`config.mk`:
```
export PLATFORM = sky130hd
export DESIGN_NAME = mc_control
export DESIGN_NICKNAME = d
export VERILOG_FILES = /design/src/rtl/mc_control.sv
export SDC_FILE = /design/constraint.sdc
export NUM_CORES = 1
export LEC_CHECK = 0
export BUFFER_PORTS_ARGS = -buffer_cell sky130_fd_sc_hd__buf_4
export CORE_MARGIN = 4
export CORE_UTILIZATION = 44
export DETAILED_ROUTE_END_ITERATION = 7
export GPL_ROUTABILITY_DRIVEN = 1
export GPL_TIMING_DRIVEN = 1
export HOLD_SLACK_MARGIN = 0.08
export PLACE_DENSITY = 0.75
export SETUP_SLACK_MARGIN = 0.15
export SLEW_MARGIN = 20
export SYNTH_ARGS = -nofsm -noshare
export SYNTH_HDL_FRONTEND = slang
export SYNTH_SLANG_ARGS = --single-unit
```
`constraint.sdc`:
```
create_clock -name clk -period 1.5 [get_ports clk]
set_input_delay 0.3 -clock clk [delete_from_list [all_inputs] [get_ports clk]]
set_output_delay 0.3 -clock clk [all_outputs]
set_load 0.1 [all_outputs]
```
`src/rtl/mc_control.sv`:
```
// Multicycle MIPS main control FSM: sequences fetch/decode/execute/memory/writeback
// and decodes every datapath select and write enable from the current state.
module mc_control (
  input  logic       clk,
  input  logic       reset,
  input  logic [5:0] op,
  input  logic       mem_ready,
  output logic [1:0] ALUOp,
  output logic       ALUSrcA,
  output logic [1:0] ALUSrcB,
  output logic [1:0] PCSrc,
  output logic       IorD,
  output logic       MemRead,
  output logic       MemWrite,
  output logic       IRWrite,
  output logic       RegWrite,
  output logic       PCWrite,
  output logic       Branch,
  output logic       RegDst,
  output logic       MemtoReg,
  output logic       instr_done,
  output logic       illegal,
  output logic [3:0] state
);

  localparam logic [5:0] OP_R    = 6'b000000;
  localparam logic [5:0] OP_LW   = 6'b100011;
  localparam logic [5:0] OP_SW   = 6'b101011;
  localparam logic [5:0] OP_BEQ  = 6'b000100;
  localparam logic [5:0] OP_ADDI = 6'b001000;
  localparam logic [5:0] OP_J    = 6'b000010;

  typedef enum logic [3:0] {
    S_FETCH   = 4'd0,
    S_DECODE  = 4'd1,
    S_MEMADR  = 4'd2,
    S_MEMRD   = 4'd3,
    S_MEMWB   = 4'd4,
    S_MEMWR   = 4'd5,
    S_EXEC    = 4'd6,
    S_RTYPEWB = 4'd7,
    S_BEQ     = 4'd8,
    S_ADDIEX  = 4'd9,
    S_ADDIWB  = 4'd10,
    S_JUMP    = 4'd11
  } state_t;

  state_t state_q, state_d;
  logic   illegal_q, illegal_d;

  always_ff @(posedge clk or posedge reset) begin
    if (reset) begin
      state_q   <= S_FETCH;
      illegal_q <= 1'b0;
    end else begin
      state_q   <= state_d;
      illegal_q <= illegal_d;
    end
  end

  always_comb begin
    state_d   = S_FETCH;
    illegal_d = illegal_q;
    case (state_q)
      S_FETCH:  state_d = mem_ready ? S_DECODE : S_FETCH;
      S_DECODE: begin
        case (op)
          OP_LW, OP_SW: state_d = S_MEMADR;
          OP_R:         state_d = S_EXEC;
          OP_BEQ:       state_d = S_BEQ;
          OP_ADDI:      state_d = S_ADDIEX;
          OP_J:         state_d = S_JUMP;
          default: begin
            state_d   = S_FETCH;
            illegal_d = 1'b1;
          end
        endcase
      end
      // Only lw/sw reach MEMADR, so anything that is not lw is treated as sw.
      S_MEMADR: state_d = (op == OP_LW) ? S_MEMRD : S_MEMWR;
      S_MEMRD:  state_d = mem_ready ? S_MEMWB : S_MEMRD;
      S_MEMWR:  state_d = mem_ready ? S_FETCH : S_MEMWR;
      S_EXEC:   state_d = S_RTYPEWB;
      S_ADDIEX: state_d = S_ADDIWB;
      default:  state_d = S_FETCH;
    endcase
  end

  always_comb begin
    ALUOp      = 2'b00;
    ALUSrcA    = 1'b0;
    ALUSrcB    = 2'b00;
    PCSrc      = 2'b00;
    IorD       = 1'b0;
    MemRead    = 1'b0;
    MemWrite   = 1'b0;
    IRWrite    = 1'b0;
    RegWrite   = 1'b0;
    PCWrite    = 1'b0;
    Branch     = 1'b0;
    RegDst     = 1'b0;
    MemtoReg   = 1'b0;
    instr_done = 1'b0;
    case (state_q)
      // IR and PC only load once the instruction word is actually back.
      S_FETCH: begin
        MemRead = 1'b1;
        ALUSrcB = 2'b01;
        IRWrite = mem_ready;
        PCWrite = mem_ready;
      end
      S_DECODE: ALUSrcB = 2'b11;
      S_MEMADR: begin
        ALUSrcA = 1'b1;
        ALUSrcB = 2'b10;
      end
      S_MEMRD: begin
        MemRead = 1'b1;
        IorD    = 1'b1;
      end
      S_MEMWR: begin
        MemWrite   = 1'b1;
        IorD       = 1'b1;
        instr_done = mem_ready;
      end
      S_MEMWB: begin
        RegWrite   = 1'b1;
        MemtoReg   = 1'b1;
        instr_done = 1'b1;
      end
      S_EXEC: begin
        ALUSrcA = 1'b1;
        ALUOp   = 2'b10;
      end
      S_RTYPEWB: begin
        RegWrite   = 1'b1;
        RegDst     = 1'b1;
        instr_done = 1'b1;
      end
      S_BEQ: begin
        ALUSrcA    = 1'b1;
        ALUOp      = 2'b01;
        Branch     = 1'b1;
        PCSrc      = 2'b01;
        instr_done = 1'b1;
      end
      S_ADDIEX: begin
        ALUSrcA = 1'b1;
        ALUSrcB = 2'b10;
      end
      S_ADDIWB: begin
        RegWrite   = 1'b1;
        instr_done = 1'b1;
      end
      S_JUMP: begin
        PCWrite    = 1'b1;
        PCSrc      = 2'b10;
        instr_done = 1'b1;
      end
      default: ;
    endcase
  end

  assign illegal = illegal_q;
  assign state   = state_q;

endmodule

```
==> results of run 1 <==
[cell usage after synthesis]
| master | number | share of area [%] |
|---|---|---|
| and4bb_1 | 1 | 1.9 |
| and4b_2 | 1 | 1.8 |
| a211oi_1 | 1 | 1.2 |
| o21a_1 | 1 | 1.2 |
| o21ai_0 | 5 | 3.9 |
| buf_6 | 4 | 7.0 |
| nand2_1 | 2 | 1.2 |
| a211oi_2 | 1 | 1.9 |
| buf_4 | 3 | 3.5 |
| xor2_1 | 2 | 2.7 |
| nor2b_1 | 3 | 2.9 |
| and3b_1 | 1 | 1.4 |
| a31o_1 | 1 | 1.4 |
| inv_1 | 2 | 1.2 |
| nand3_1 | 1 | 0.78 |
| nor2_1 | 8 | 4.7 |
| nor3_2 | 1 | 1.6 |
| a21o_1 | 1 | 1.2 |
| o221ai_1 | 1 | 1.4 |
| nor4b_4 | 1 | 3.7 |
| nor3_1 | 7 | 5.5 |
| nor3b_1 | 2 | 2.3 |
| buf_2 | 1 | 0.78 |
| and3_1 | 4 | 3.9 |
| and2_1 | 1 | 0.98 |
| o211ai_1 | 2 | 2.3 |
| and3_2 | 1 | 1.2 |
| a31oi_1 | 1 | 0.98 |
| o2111ai_1 | 1 | 1.4 |
| nor3b_2 | 1 | 1.9 |
| nand2b_1 | 4 | 3.9 |
| dfrtp_1 | 5 | 19 |
| a21oi_1 | 3 | 2.3 |
| mux2i_1 | 1 | 1.6 |
| a21boi_0 | 1 | 1.2 |
| nor4_2 | 1 | 1.9 |
| nand4_1 | 2 | 1.9 |
[metrics by stage]
step                      setup slack (ns)  setup TNS [ns]  instance area [sq um]  util [%]  hold WS [ns]
after detailed placement            -0.159           -1.21                   1120      84.2         0.213
after global placement              -0.118          -0.828                   1120      84.2         0.207
after floorplan                     -0.912           -9.24                    828         -        0.0786
[cell families after synthesis]
kind of cell	synth area share, %
flops	19.5
simple gates	43.5
xor+xnor	2.73
compound gates	20.3
mux	1.56
buf+inv	12.5
==> impl_metrics.csv, run 1 <==
group,metric,value,unit
clock_network,cts-buffers-inserted,3,
clock_network,ctsResizeCount,74,
yosys,synth_cell_types,37,
clock_network,clock-sinks,5,
floorplan,fp-row-count,13,
clock_network,clockBufferDepth,2,
floorplan,fp.dieH,46.2,um
yosys,netlist_instances,79,
placement,port_buffers,30,
yosys,syn_avg_cell_area,8.12,sq um
outcome,haltStage,"clock tree synthesis (4_1_cts)",
yosys,yosysWarnings,0,
yosys,synth_nets,88,
placement,dp_hpwl,1620,um
clock_network,root_buffer,"clkbuf_4",
outcome,status,"did not finish",
outcome,error,"[ERROR DPL-0038] Utilization greater than 100%, impossible to legalize",
yosys,seq_area_frac_synth,19.5,%
placement,placed_cells,137,
yosys,syn-cell-area,642,sq um
yosys,ys_ff_latch,5,
floorplan,initial_utilization,48.1,%
floorplan,pin_count,31,
clock_network,htreeDepth,1,
clock_network,cts_hold_buf,1,
clock_network,postCtsSetupRepairBufs,10,
floorplan,dieWidth,46.2,um
placement,place_congestion,0.772,
==> inputs of run 2 (changes only) <==
- CORE_AREA: unset -> 4 4 65 67
- CORE_MARGIN: 4 -> unset
- CORE_UTILIZATION: 44 -> unset
- DIE_AREA: unset -> 0 0 69 71
- HOLD_SLACK_MARGIN: 0.08 -> unset
- PLACE_DENSITY: 0.75 -> unset
- PLACE_DENSITY_LB_ADDON: unset -> 0.15
- SETUP_SLACK_MARGIN: 0.15 -> unset
==> run 2 against run 1 <==
  * The flow now finishes, with violations (setup timing)
  * Synthesized cell count unchanged
  * Synthesized area unchanged
==> impl_metrics.csv, run 2 <==
group,metric,value,unit
outcome,status,"finished, violations left",
outcome,violations,"setup timing",
worst_setup_path,critPathKind,"flip-flop to output port",
floorplan,design.die.area,0.00490,sq mm
placement,placed_area,0.00118,sq mm
yosys,yosysTopAreaCell,"dfrtp_1",
clock_network,cts_tree,"yes",
yosys,synth_area_leaders,"dfrtp_1 (19%), buf_6 (7.0%), nor3_1 (5.5%)",
worst_setup_path,cp_data_arrival_time,1.44,ns
timing,worst_slack,-0.239,ns
clock_network,clock-sinks,5,
floorplan,pin_count,31,
timing,period_needed,1.74,ns
floorplan,dieWidth,69,um
routing,first_pass_iters,4,
timing,fin_hold_ws,0.424,ns
placement,placed_cells,170,
yosys,netlist_instances,79,
global_route,grt_use_total,9.34,%
placement,port_buffers,30,
placement,place_congestion,0.688,
timing,max_slew_margin,81.6,%
floorplan,fp.coreArea,0.00363,sq mm
timing,setup_violations,19,
worst_hold_path,hold_depth,4,
yosys,yosysTopAreaCellShare,19.5,%
timing,tns,-3.32,ns
floorplan,initial_utilization,17.7,%
layout,fin_nets,144,
routing,drt_iter0_drc,24,
yosys,synth-main-ff-cell,"dfrtp_1",
job,drv_cap,0,
layout,largest_reg_flops,4,
worst_setup_path,r2r_slack,-0.06,ns
worst_setup_path,cpPeakStageDelay,0.51,ns
clock_network,root_buffer,"clkbuf_8",
yosys,syn-cell-area,642,sq um
timing,max_freq,575,MHz
yosys,synth_cell_types,37,
timing,slew_violations,0,
floorplan,fp.dieH,71,um
routing,wirelength,2420,um
worst_setup_path,cp.required,1.20,ns
routing,drcViolationCount,0,
timing,skew,0.000933,ns
floorplan,fp-row-count,22,
clock_network,clockBufferDepth,2,
layout,layout-drive-gt1-share,73.9,%
yosys,synth-edff-count,0,
global_route,grt_max_degree,13,
worst_setup_path,startpoint_type,"flip-flop",
timing,period_share,116,%
yosys,syn_avg_cell_area,8.12,sq um
yosys,synthArstFlopShare,100,%
worst_setup_path,critPathMaxFanout,6,
worst_setup_path,cp_cell_sequence,"buf_6 > and3_1 > a31oi_4 > nor2_4 > buf_12",
layout,instances_no_fill,182,
power_and_ir_drop,peakVddDrop,0.278,mV
yosys,seq_area_frac_synth,19.5,%
worst_setup_path,r2r_cells,5,
global_route,grt_overflow,0,
worst_setup_path,crit_path_end_kind,"output port",
worst_setup_path,slowest_stage,"dfrtp_4",
clock_network,cts-buffers-inserted,3,
layout,fill_cells,346,
layout,layout_common_cells,"buf_4 (26), buf_12 (21), buf_6 (10)",
yosys,yosys-top-cells-count,"nor2_1 (8), nor3_1 (7), dfrtp_1 (5), o21ai_0 (5)",
clock_network,clk_latency,0.22,ns
power_and_ir_drop,finalPower,1.60,mW
placement,dp_hpwl,1740,um
timing,final-hold-violation-count,0,
routing,ant_nets,0,
clock_network,htreeDepth,1,
routing,vias_per_cell,4.45,
layout,n_antenna_cell,0,
layout,fin_area,0.00165,sq mm
power_and_ir_drop,p_leak,0.641,nW
yosys,synth.most_common_cell,"nor2_1",
power_and_ir_drop,power_density,967,mW/mm^2
routing,vias,809,
timing,rsz0062_at_grt,"yes",
layout,final_common_cell,"buf_4",
timing,worst_slew_pin_slew,0.274,ns
routing,wl_per_cell,13.3,um
worst_hold_path,hold_path.class,"input pin to flip-flop",
clock_network,cts.clk_slew.worst_paths,0.03,ns
yosys,ys_ff_latch,5,
yosys,yosysWarnings,0,
global_route,antenna_found_initial,0,
layout,syn2layout_area_growth,157,%
yosys,synth_nets,88,
global_route,grt_pass1_wl,3820,um
global_route,grt_pass1_vias,810,
## run 2: routing by layer
metal  part of all wire (%)  track usage [%]
met5                      0                0
met3                    3.6            0.994
met2                     55             17.2
met1                     41             11.2
met4                   0.50             3.25
## run 2: what timing repair did
action	4_1_cts	5_1_grt
cloned	0	0
hold endpoints to repair	5	0
pin swaps	3	9
hold buffers	1	0
setup endpoints to repair	17	21
buffers inserted	2	5
gates resized for setup	65	24
## run 2: critical path, delay by kind of cell, from the launching register on
family	cells	cell delay, ns
AO/OA/AOI/OAI	1	0.18
flip-flops	1	0.51
buffers and inverters	2	0.31
AND/OR/NAND/NOR	2	0.22
## run 2: where the power goes
group	total, mW	switching [mW]	internal (mW)
registers	0.184	0.0298	0.154
logic	1.17	0.684	0.487
clock network	0.242	0.0601	0.182
## run 2: final cells by class
type	count	area (sq um)	share of cell area (%)
Sequential cell	5	140	8.48
Inverter	2	7.51	0.455
Tap cell	48	60.1	3.64
Timing Repair Buffer	59	753	45.6
Clock buffer	4	45.0	2.73
Multi-Input combinational cell	64	646	39.1
## run 2: cell families after synthesis
group | after synthesis | synth area share [%]
flip-flops | 5 | 19.5
AO/OA/AOI/OAI | 19 | 20.3
multiplexers | 1 | 1.56
AND/OR/NAND/NOR | 42 | 43.5
XOR/XNOR | 2 | 2.73
buffers and inverters | 10 | 12.5
## run 2: through the flow
stage / util [%] / setup WS, ns
after global placement: 32.4 / -0.0946
after global routing: 45.5 / -0.293
after CTS: 41.7 / -0.239
final: 45.5 / -0.239
after detailed placement: 32.4 / -0.0909
after floorplan: - / -0.912
## run 2: path summary, 6_finish.rpt
kind	startpoint	to
hold / removal	op[5]	state[0]
setup reg to reg	state[0]	state[2]
min in group asynchronous	reset	illegal
setup / recovery	state[1]	PCWrite
hold reg to reg	illegal	illegal
max in group asynchronous	reset	state[3]
No activity file was read; power rests on OpenSTA's default activity.
